File: src/rtl/writeback_buffer.sv
// Write-back result queue: accepts memory-stage results, retires one register write per cycle
// and lets decode forward values that are still queued or in the output register.
module writeback_buffer #(
  parameter int unsigned DATA_W = 32,
  parameter int unsigned ADDR_W = 4,
  parameter int unsigned DEPTH  = 4
) (
  input  logic                     clk,
  input  logic                     reset,
  input  logic                     in_valid,
  output logic                     in_ready,
  input  logic                     RegWriteM,
  input  logic                     MemtoRegM,
  input  logic [DATA_W-1:0]        ALUOutM,
  input  logic [DATA_W-1:0]        ReadDataM,
  input  logic [ADDR_W-1:0]        WA3M,
  input  logic                     wb_stall,
  output logic                     RegWrite,
  output logic [ADDR_W-1:0]        WA3W,
  output logic [DATA_W-1:0]        ResultW,
  input  logic [ADDR_W-1:0]        RA1,
  input  logic [ADDR_W-1:0]        RA2,
  output logic                     Fwd1Hit,
  output logic [DATA_W-1:0]        Fwd1Data,
  output logic                     Fwd2Hit,
  output logic [DATA_W-1:0]        Fwd2Data,
  output logic [$clog2(DEPTH):0]   count
);

  localparam int unsigned PW = $clog2(DEPTH);
  localparam int unsigned CW = PW + 1;
  // r15 reads come from PC+8 in decode, so it is never written or forwarded here.
  localparam logic [ADDR_W-1:0] PcReg = '1;

  logic [DATA_W-1:0] data_mem [DEPTH];
  logic [ADDR_W-1:0] addr_mem [DEPTH];

  logic [PW-1:0]     wr_ptr_q, wr_ptr_d;
  logic [PW-1:0]     rd_ptr_q, rd_ptr_d;
  logic [CW-1:0]     count_q, count_d;
  logic              regwrite_q, regwrite_d;
  logic [ADDR_W-1:0] wa3w_q, wa3w_d;
  logic [DATA_W-1:0] resultw_q, resultw_d;

  logic              accept, push, pop;
  logic [DATA_W-1:0] in_data;

  assign in_ready = (count_q != CW'(DEPTH));
  assign accept   = in_valid && in_ready;
  assign push     = accept && RegWriteM && (WA3M != PcReg);
  assign pop      = (count_q != '0) && !wb_stall;
  assign in_data  = MemtoRegM ? ReadDataM : ALUOutM;

  always_comb begin
    wr_ptr_d = wr_ptr_q;
    rd_ptr_d = rd_ptr_q;
    count_d  = count_q;
    if (push) begin
      wr_ptr_d = wr_ptr_q + PW'(1);
    end
    if (pop) begin
      rd_ptr_d = rd_ptr_q + PW'(1);
    end
    case ({push, pop})
      2'b10:   count_d = count_q + CW'(1);
      2'b01:   count_d = count_q - CW'(1);
      default: count_d = count_q;
    endcase
  end

  always_comb begin
    regwrite_d = 1'b0;
    wa3w_d     = wa3w_q;
    resultw_d  = resultw_q;
    if (pop) begin
      regwrite_d = 1'b1;
      wa3w_d     = addr_mem[rd_ptr_q];
      resultw_d  = data_mem[rd_ptr_q];
    end
  end

  always_ff @(posedge clk or negedge reset) begin
    if (!reset) begin
      wr_ptr_q   <= '0;
      rd_ptr_q   <= '0;
      count_q    <= '0;
      regwrite_q <= 1'b0;
      wa3w_q     <= '0;
      resultw_q  <= '0;
    end else begin
      wr_ptr_q   <= wr_ptr_d;
      rd_ptr_q   <= rd_ptr_d;
      count_q    <= count_d;
      regwrite_q <= regwrite_d;
      wa3w_q     <= wa3w_d;
      resultw_q  <= resultw_d;
    end
  end

  // Storage needs no reset: entries outside [rd_ptr, rd_ptr+count) are never observed.
  always_ff @(posedge clk) begin
    if (push) begin
      addr_mem[wr_ptr_q] <= WA3M;
      data_mem[wr_ptr_q] <= in_data;
    end
  end

  assign RegWrite = regwrite_q;
  assign WA3W     = wa3w_q;
  assign ResultW  = resultw_q;
  assign count    = count_q;

  logic [ADDR_W-1:0] fwd_ra   [2];
  logic              fwd_hit  [2];
  logic [DATA_W-1:0] fwd_data [2];
  logic [PW-1:0]     fwd_idx;

  assign fwd_ra[0] = RA1;
  assign fwd_ra[1] = RA2;

  // Walk oldest to newest so the youngest matching entry wins; output register is lowest.
  always_comb begin
    fwd_idx = '0;
    for (int unsigned p = 0; p < 2; p++) begin
      fwd_hit[p]  = 1'b0;
      fwd_data[p] = '0;
      if (regwrite_q && (wa3w_q == fwd_ra[p])) begin
        fwd_hit[p]  = 1'b1;
        fwd_data[p] = resultw_q;
      end
      for (int unsigned k = 0; k < DEPTH; k++) begin
        fwd_idx = rd_ptr_q + PW'(k);
        if ((CW'(k) < count_q) && (addr_mem[fwd_idx] == fwd_ra[p])) begin
          fwd_hit[p]  = 1'b1;
          fwd_data[p] = data_mem[fwd_idx];
        end
      end
      if (fwd_ra[p] == PcReg) begin
        fwd_hit[p]  = 1'b0;
        fwd_data[p] = '0;
      end
    end
  end

  assign Fwd1Hit  = fwd_hit[0];
  assign Fwd1Data = fwd_data[0];
  assign Fwd2Hit  = fwd_hit[1];
  assign Fwd2Data = fwd_data[1];

  a_count_bound : assert property (@(posedge clk) disable iff (!reset) count_q <= CW'(DEPTH));
  a_no_full_push : assert property (@(posedge clk) disable iff (!reset)
                                    (count_q == CW'(DEPTH)) |-> !accept);

endmodule

File: config.mk
export PLATFORM = sky130hd
export DESIGN_NAME = writeback_buffer
export DESIGN_NICKNAME = d
export VERILOG_FILES = /design/src/rtl/writeback_buffer.sv
export SDC_FILE = /design/constraint.sdc
export NUM_CORES = 1
export LEC_CHECK = 0
export CAP_MARGIN = 5
export CORE_MARGIN = 8
export CORE_UTILIZATION = 45
export CTS_CLUSTER_DIAMETER = 60
export CTS_CLUSTER_SIZE = 20
export DETAILED_ROUTE_END_ITERATION = 16
export GPL_ROUTABILITY_DRIVEN = 1
export GPL_TIMING_DRIVEN = 0
export PLACE_DENSITY = 0.71
export SYNTH_ARGS = -nofsm -noshare
export SYNTH_HDL_FRONTEND = slang
export SYNTH_SLANG_ARGS = --single-unit
File: constraint.sdc
create_clock -name clk -period 2.8 [get_ports clk]
set_input_delay 0.56 -clock clk [delete_from_list [all_inputs] [get_ports clk]]
set_output_delay 0.56 -clock clk [all_outputs]
set_load 0.01 [all_outputs]
* Yosys cells after proc, flatten, opt, wreduce, memory -nomap -nowiden
Memory sizes are Yosys's and may differ from the RTL's.
Cells that the tools add are included.
** Storage, ports and cells
- Bits of input ports :: 82
- Memories kept :: 2
- Bits in registers :: 44
- Logic and storage cells :: 80
- RAM bits :: 144
- Output and inout bits :: 107
** Cells by class
- Reduce and logical (&&, ||, !) cells :: 17
- Magnitude comparators :: 4
- Add/sub/neg operators :: 6
- Equal/unequal tests :: 16
- Mux-type cells :: 29
** Memories
- data_mem :: words 4, width 32, rd ports 4, clocked after Yosys merged registers in 0, write ports 1, line 35 : logic [DATA_W-1:0] data_mem [DEPTH];
- addr_mem :: words 4, width 4, rd ports 4, clocked after Yosys merged registers in 0, write ports 1, line 36 : logic [ADDR_W-1:0] addr_mem [DEPTH];
** Operators by type and width (count)
- 32-bit 2-to-1 mux :: 13
- 4-bit equality test :: 10
- 1-bit 2-to-1 mux :: 15
- 1-bit logical AND :: 14
- 4-bit equality test (second input constant) :: 2
- 1-bit by 3-bit less-than comparator with 1-bit output (first input constant) :: 2
- 2-bit by 3-bit less-than comparator with 1-bit output (first input constant) :: 2
- 3-bit one-hot mux with 2 select lines :: 1
- 2-bit by 1-bit adder with 2-bit output (second input constant) :: 2
- 2-bit adder (second input constant) :: 2
- 4-bit != test (second input constant) :: 1
- 3-bit by 1-bit adder with 3-bit output (second input constant) :: 1
- 3-bit != test (second input constant) :: 1
- 3-bit nonzero test :: 1
- 3-bit by 1-bit subtractor with 3-bit output (second input constant) :: 1
- 2-bit by 1-bit equality test with 1-bit output (second input constant) :: 1
- 2-bit equality test (second input constant) :: 1
- 2-bit nonzero test :: 1
- 1-bit zero test :: 1

* Logic depth before layout (Yosys ltp)
Gate-level depths: netlist of run 1.
- Depth in word-level cells :: 8
- Depth in mapped cells :: 12
- Gate-level depth less buffers :: 10

* Worst setup path after synthesis of run 1
OpenSTA, ideal clock, no wires.
- Kind :: in2out
- Start point :: in RA1[3]
- End point :: out Fwd1Data[20]
- Setup slack :: -351 ps
- Path buffers :: 3
- Arrival :: 2591 ps
- Required time :: 2240 ps
- Stages :: 8
- Cell sequence :: clkbuf_1 > xor2_1 > nor4_1 > nor2b_1 > buf_2 > buf_2 > a221oi_1 > o31ai_1
** Between the ends
- Word-level cells in the longest chain between the ends :: 8
- Elaborated cells between the ends (all ways) :: 17
- Those cells by class :: eq/ne: 6; mux: 6; reduce/logical: 5
** Ends and longest elaborated chain
- start: declaration :: line 21 : input logic [ADDR_W-1:0] RA1,
- 4-bit equality test :: line 127 : if (regwrite_q && (wa3w_q == fwd_ra[p])) begin
- 1-bit logical AND :: line 127
- 32-bit 2-to-1 mux :: line 127
- 32-bit 2-to-1 mux (4 in a row) :: line 133 : if ((CW'(k) < count_q) && (addr_mem[fwd_idx] == fwd_ra[p])) begin
- 32-bit 2-to-1 mux * :: line 138 : if (fwd_ra[p] == PcReg) begin
- end: declaration :: line 24 : output logic [DATA_W-1:0] Fwd1Data,
Mark *: on every way between the ends. The rest lies on a longest branch, timed or not.

* Worst setup path in the final report of run 1
- Start point :: reg rd_ptr_q[0]
- End point :: out Fwd1Data[29]
** Between the ends
- Word-level cells in the longest chain between the ends :: 8
- Elaborated cells between the ends (all ways) :: 18
- Those cells by class :: add/sub: 3; eq/ne: 4; mux: 5; reduce/logical: 4; memory: 2
** Ends and longest elaborated chain
- start: declaration :: line 39 : logic [PW-1:0] rd_ptr_q, rd_ptr_d;
- start signal: assignment :: line 92 : rd_ptr_q <= rd_ptr_d;
- 2-bit by 1-bit adder with 2-bit output / memory read 4 x 4 bit (equally long branches)
- memory read 4 x 4 bit / 4-bit equality test (equally long branches)
- 4-bit equality test / 1-bit logical AND (equally long branches) :: line 133
- 1-bit logical AND / 32-bit 2-to-1 mux (equally long branches) :: line 133
- 32-bit 2-to-1 mux (2 in a row) :: line 133
- 32-bit 2-to-1 mux * :: line 133
- 32-bit 2-to-1 mux * :: line 138
Marks and branches as above.

==> flow_metrics.env, run 1 <==
export IMPL_powerDensity_mw_per_mm2=1148
export IMPL_m1WireLength_um=18740
export IMPL_ys_ff_latch=188
export IMPL_power_share_combinational_pct=67.5
export IMPL_startpoint="rd_ptr_q[0]"
export IMPL_rrSetupSlack_ns=0.16
export IMPL_drive_above_1_share_pct=40.75
export IMPL_grt_max_degree=35
export IMPL_critPathLaunchType="flip-flop"
export IMPL_cp_max_fo=10
export IMPL_synthFlopType="edfxtp_1"
export IMPL_synthSimpleGateAreaFrac_pct=8.784
export IMPL_failed_checks="negative setup slack"
export IMPL_max_slew_margin_pct=32.07
export IMPL_worstMarginPinSlew_ns=1.019
export IMPL_syn_to_final_growth_pct=39.52
export IMPL_diodes=0
export IMPL_io_buffers=179
export IMPL_syn_area_sq_mm=0.01306
export IMPL_yosysTopAreaCell="edfxtp_1"
export IMPL_syn_inst=1187
export IMPL_hold_class="in2async"
export IMPL_routedWlPerCell_um=27.59
export IMPL_switching_share_pct=46.82
export IMPL_cp_required_ns=2.24
export IMPL_synth_avg_cell_area_sq_um=11.00
export IMPL_grt_overflow=0
export IMPL_p_int_mw=11.13
export IMPL_synth_cell_types=51
export IMPL_floorplan_rows=62
export IMPL_fillCellCount=2029
export IMPL_grt_pass1_vias=12559
export IMPL_finalHoldViolations=0
export IMPL_setup_slack_ns=-1.280
export IMPL_r2r_cells=7
export IMPL_initial_core_util_pct=45.63
export IMPL_track_usage_pct=27.22
export IMPL_synth_nets=1278
export IMPL_synth_compound_area_share_pct=17.18
export IMPL_io_pin_count=189
export IMPL_coreArea_sq_mm=0.02863
export IMPL_synthMuxAreaShare_pct=23.56
export IMPL_hpwlAfterDp_um=32870
export IMPL_drt_initial_drc_count=2199
export IMPL_cap_violations=0
export IMPL_fin_hold_ws_ns=0.5223
export IMPL_synth_xor_area_share_pct=3.353
export IMPL_synth_edf_count=144
export IMPL_finalMaxSlewViolations=0
export IMPL_fmax_mhz=245.1
export IMPL_cts_tree="built"
export IMPL_vdd_ir_drop_max_mv=0.5908
export IMPL_synthAdderAreaFrac_pct=0.8622
export IMPL_met3_length_um=6307
export IMPL_switching_power_mw=9.799
export IMPL_power_frac_clock_pct=12.0
export IMPL_synth_seq_area_share_pct=41.54
export IMPL_final_cells=1859
export IMPL_critPathKind="reg2out"
export IMPL_wl_met2_um=23490
export IMPL_die_w_um=186.4
export IMPL_rsz0062_at_grt="true"
export IMPL_vias=12712
export IMPL_ys_async_sr_fraction_pct=23.40
export IMPL_firstDrtPassIters=9
export IMPL_clk_pin_slew_ns=0.08
export IMPL_finClkSkew_ns=0.01216
export IMPL_seqPwrFrac_pct=20.4
export IMPL_vias_per_cell=6.838
export IMPL_dieArea_sq_mm=0.03473
export IMPL_setup_viol=66
export IMPL_antenna_found_initial=1
export IMPL_grt_pass1_wl_um=74260
export IMPL_cts_made_buffers=17
export IMPL_synth_warning_count=0
export IMPL_synth_top_family_by_area="multiplexers"
export IMPL_dp_cells=1755
export IMPL_antenna_left=0
export IMPL_cts_sinks=188
export IMPL_cts_htree_levels=4
export IMPL_synth_top_area_share_pct=33.11
export IMPL_clk_latency_ns=0.45
export IMPL_clock_path_buffers=2
export IMPL_num_nets_final=1553
export IMPL_gp_congestion=0.9871
export IMPL_cts_root_buf="clkbuf_16"
export IMPL_r2r_start="count[1]"
export IMPL_place_ws_ns=-1.606
export IMPL_status="finished, violations left"
export IMPL_worstReg2RegEnd="WA3W[2]"
export IMPL_endpoint_kind="output port"
export IMPL_synth_area_top_cells="edfxtp_1 (33%), mux4_2 (14%), dfrtp_1 (8.4%)"
export IMPL_p_leak_nw=6.518
export IMPL_final_period_utilization_pct=145.7
export IMPL_drc=0
export IMPL_die_y_um=186.4
export IMPL_finalCriticalPeriod_ns=4.080
export IMPL_cp_arrival_ns=3.52
export IMPL_highest_layer="met5"
export IMPL_routed_wl_um=51300
metrics by stage:
stage	total power [mW]	instance area, sq um	utilization (%)	setup TNS [ns]
2_1_floorplan	11.21	13310	-	-9.369
3_3_place_gp	15.73	15580	54.43	-245.81
3_5_place_dp	15.93	15680	54.78	-98.92
4_1_cts	19.38	17460	61.00	-66.02
5_1_grt	21.62	18220	63.66	-75.31
6_report	20.93	18220	63.66	-72.94
layer usage:
layer	GRT usage [%]	vias up
li1	-	5158
met1	34.49	6101
met2	42.94	1164
met3	6.767	287
met4	13.58	2
met5	0	-
how the worst max path moves through the flow:
stage | slack (ns) | end
6_report | -1.28 | Fwd1Data[29]
5_1_grt | -1.29 | Fwd1Data[29]
3_5_place_dp | -1.61 | Fwd1Data[0]
2_1_floorplan | -0.27 | Fwd1Data[21]
4_1_cts | -1.11 | Fwd2Data[6]
3_3_place_gp | -1.57 | Fwd1Data[0]
sequential cells by signal (all words and copies together), names as in the netlist:
name / cells
RegWrite: 1
ResultW: 32
WA3W: 4
addr_mem: 16
count: 3
data_mem: 128
rd_ptr_q: 2
wr_ptr_q: 2
logic make-up after synthesis:
family                     count (synthesis)
AOI/OAI and AO/OA                        335
and+or+nand+nor                          266
muxes                                    200
DFF                                      188
buffers and inverters                    139
xor gates and xnor gates                  50
adders and majority gates                  9
synth_stat cells (9+ instances only):
library cell  instances
a21oi_1              44
a221oi_1             18
a22oi_1              69
a22oi_2              10
a31oi_1              15
buf_1                10
buf_2                32
clkbuf_1             64
dfrtp_1              44
edfxtp_1            144
ha_1                  9
inv_1                23
mux2_2               63
mux2i_1              56
mux4_2               79
nand2_1             126
nor2_1               81
nor3_1               27
o21ai_0             100
o21ai_1              10
o221ai_1             31
o31a_1               14
o31ai_1              18
xnor2_1              34
xor2_1               16
power groups by stage:
stage	clock network, mW	registers (mW)	logic, mW
3_5_place_dp	0	4.21	11.7
6_report	2.51	4.28	14.1
2_1_floorplan	0	4.13	7.08
5_1_grt	2.59	4.32	14.7
3_3_place_gp	0	4.21	11.5
4_1_cts	2.48	4.22	12.7
cell usage in the layout, fill, tap and decap left out, types with 26 or more instances in the layout:
cell type	count
a21oi_1	44
a22oi_2	63
buf_2	78
buf_4	53
buf_6	33
clkdlybuf4s50_1	112
dfrtp_1	43
edfxtp_1	144
mux2_2	62
mux2i_1	51
mux4_2	79
nand2_1	121
nor2_1	78
o21ai_0	91
o221ai_2	26
xnor2_1	31
final cells by class:
class	count	area (sq um)	share of cell area, %
plain buffers	107	842.1	4.621
clock buffers	18	429.2	2.355
clock inverters	14	158.9	0.8720
inverters	25	93.84	0.5149
multi-input cells	860	8334	45.73
flip-flops and latches	188	5426	29.78
well taps	384	480.5	2.636
repair buffers	263	2459	13.49
what timing repair did:
| item | CTS | global route |
|---|---|---|
| cloned | 6 | 3 |
| pin swaps | 55 | 47 |
| endpoints found under the hold margin | 2 | 0 |
| gates resized for setup | 494 | 143 |
| setup buffers | 39 | 30 |
| hold buffers | 1 | 0 |
| setup endpoints to repair | 66 | 146 |
critical path, cell delays in order (launching register included):
cell and delay (ns):
dfrtp_2 0.46, buf_12 0.14, buf_4 0.10, mux4_2 0.53, xnor2_1 0.26, nand3_2 0.28
clkbuf_2 0.35, clkbuf_4 0.34, nor3_2 0.32, o31ai_4 0.13, buf_2 0.15
Power figures use the tool's default switching activity.
==> run 2, diff against run 1 <==
--- a/config.mk
+++ b/config.mk
@@ -13,7 +13,7 @@
 export DETAILED_ROUTE_END_ITERATION = 16
 export GPL_ROUTABILITY_DRIVEN = 1
 export GPL_TIMING_DRIVEN = 0
-export PLACE_DENSITY = 0.71
+export PLACE_DENSITY = 0.73
 export SYNTH_ARGS = -nofsm -noshare
 export SYNTH_HDL_FRONTEND = slang
 export SYNTH_SLANG_ARGS = --single-unit
==> constraint.sdc (replaced) <==
create_clock -name clk -period 4.89 [get_ports clk]
set_input_delay 0.978 -clock clk [delete_from_list [all_inputs] [get_ports clk]]
set_output_delay 0.978 -clock clk [all_outputs]
set_load 0.01 [all_outputs]
==> run 2 against run 1 <==
- the run now ends clean
- total power down 49%
- first-iteration DRC count down 28%
- setup slack better by 1.3 ns
- clock skew down 0.00071 ns
- cell area down 9.7%
- cell count down 3.3%
- largest cell class unchanged
- highest routed layer unchanged
==> flow_metrics.env, run 2 (synthesis gave the netlist of run 1 again) <==
export IMPL_vdd_ir_drop_max_mv=0.2941
export IMPL_crit_family="buffers and inverters"
export IMPL_num_nets_final=1492
export IMPL_cts_tree="built"
export IMPL_cp_required_ns=3.91
export IMPL_clock_path_buffers=2
export IMPL_final_common_cell="clkdlybuf4s50_1"
export IMPL_finalCriticalPeriod_ns=4.823
export IMPL_grt_overflow=0
export IMPL_vias_per_cell=6.574
export IMPL_track_usage_pct=26.24
export IMPL_place_ws_ns=-0.1907
export IMPL_dieArea_sq_mm=0.03473
export IMPL_path_depth=11
export IMPL_switching_power_mw=4.809
export IMPL_antenna_left=0
export IMPL_setup_viol=0
export IMPL_largest_reg_flops=128
export IMPL_worstReg2RegEnd="data_mem[2][16]"
export IMPL_drive_above_1_share_pct=22.63
export IMPL_diodes=0
export IMPL_max_slew_margin_pct=37.30
export IMPL_startpoint="rd_ptr_q[0]"
export IMPL_crit_buf_inv=5
export IMPL_finalMaxSlewViolations=0
export IMPL_critPathKind="reg2out"
export IMPL_die_y_um=186.4
export IMPL_finClkSkew_ns=0.01145
export IMPL_grt_pass1_vias=12075
export IMPL_hold_class="in2async"
export IMPL_cap_violations=0
export IMPL_routedWlPerCell_um=26.19
export IMPL_p_leak_nw=5.817
export IMPL_setup_slack_ns=0.06730
export IMPL_io_pin_count=189
export IMPL_cp_arrival_ns=3.84
export IMPL_critPathMaxStageDelay_ns=0.64
export IMPL_finalHoldViolations=0
export IMPL_cts_htree_levels=4
export IMPL_initial_core_util_pct=45.63
export IMPL_utilization_pct=57.46
export IMPL_status="complete, no violations"
export IMPL_power_frac_clock_pct=13.4
export IMPL_r2r_start="count[0]"
export IMPL_die_w_um=186.4
export IMPL_grt_max_degree=33
export IMPL_cts_made_buffers=17
export IMPL_syn_to_final_growth_pct=25.93
export IMPL_gp_congestion=0.9491
export IMPL_r2r_cells=7
export IMPL_vias=11820
export IMPL_clk_latency_ns=0.44
export IMPL_worstMarginPinSlew_ns=0.9405
export IMPL_cp_endpoint="Fwd1Data[31]"
export IMPL_switching_share_pct=44.80
export IMPL_cts_sinks=188
export IMPL_final_cell_mix="clkdlybuf4s50_1 (171), edfxtp_1 (144), nand2_1 (125)"
export IMPL_antenna_found_initial=0
export IMPL_top_register="data_mem"
export IMPL_finalSetupTns_ns=0
export IMPL_p_int_mw=5.925
export IMPL_floorplan_rows=62
export IMPL_cts_root_buf="clkbuf_16"
export IMPL_seqPwrFrac_pct=22.5
export IMPL_clk_pin_slew_ns=0.07
export IMPL_rrSetupSlack_ns=2.04
export IMPL_fmax_mhz=207.4
export IMPL_coreArea_sq_mm=0.02863
export IMPL_drc=0
export IMPL_hpwlAfterDp_um=33470
export IMPL_critPathLaunchType="flip-flop"
export IMPL_cp_max_fo=10
export IMPL_endpoint_kind="output port"
export IMPL_routed_wl_um=47090
export IMPL_grt_pass1_wl_um=71420
export IMPL_power_share_combinational_pct=64.1
export IMPL_final_period_utilization_pct=98.62
export IMPL_cts_hold_buf=0
export IMPL_crit_chain="buf_8 -> buf_8 -> mux2i_2 -> xnor2_1 -> nor3_1 -> o21a_1 -> buf_2 -> buf_2 -> a221oi_1 -> o31ai_1 -> clkdlybuf4s50_1"
export IMPL_powerDensity_mw_per_mm2=652.6
export IMPL_drt_initial_drc_count=1589
export IMPL_firstDrtPassIters=6
export IMPL_cpMaxStageDelayCell="clkdlybuf4s50_1"
export IMPL_io_buffers=179
-- run 2: cell types whose count changed in the layout (fill, tap and decap cells not counted), sizes merged --
cell	delta
clkdlybuf4s50	+59
clkinvlp	-1
inv	-4
dlygate4sd3	-1
clkinv	+4
dlygate4sd2	+1
bufinv	+1
clkbuf	+7
dlymetal6s2s	+6
buf	-133
-- run 2: through the flow --
step                      hold WS (ns)  std cells  instance area [sq um]  total power, mW
after CTS                       0.4519       1794                  16250            10.51
after detailed placement        0.5608       1756                  15450            8.944
after floorplan                 0.5468       1187                  13060            6.219
after global routing            0.4662       1798                  16450            11.20
final                           0.4499       1798                  16450            10.73
after global placement          0.5512       1750                  15330            8.827
-- run 2: layout make-up --
cell class | instances | area [sq um]
plain buffers | 112 | 623.1
clock buffers | 18 | 429.2
clock inverters | 14 | 167.7
fillers | 2344 | 12180
inverters | 25 | 93.84
multi-input cells | 860 | 7229
flip-flops and latches | 188 | 5426
well taps | 384 | 480.5
repair buffers | 197 | 1998
-- run 2: how the worst min path moves through the flow --
stage                            from     endpoint  slack [ns]  cells past startpoint
final                           reset      WA3W[1]        0.45                      1
after global routing            reset  wr_ptr_q[0]        0.47                      1
after CTS                       reset  wr_ptr_q[1]        0.45                      1
after detailed placement  ResultW[25]  ResultW[25]        0.56                      2
after global placement     ResultW[4]   ResultW[4]        0.55                      2
after floorplan           ResultW[31]  ResultW[31]        0.55                      2
-- run 2: power groups by stage --
stage          Clock, mW  Sequential (mW)  Combinational (mW)
2_1_floorplan          0             2.37                3.85
3_3_place_gp           0             2.42                6.41
3_5_place_dp           0             2.42                6.53
4_1_cts             1.44             2.39                6.67
5_1_grt             1.50             2.44                7.26
6_report            1.44             2.41                6.88
-- run 2: metal layers --
metal	vias up	GRT usage, %	routed length, um
met2	923	41.13	21800
met1	5694	32.44	17800
li1	5025	-	-
met3	176	7.681	5311
met5	-	0	66
met4	2	13.82	2122
-- run 2: timing repair --
action                     CTS  global route
buffers inserted             6             6
setup endpoints to repair   65            63
pin swaps                    9             3
gates resized for setup     59            55
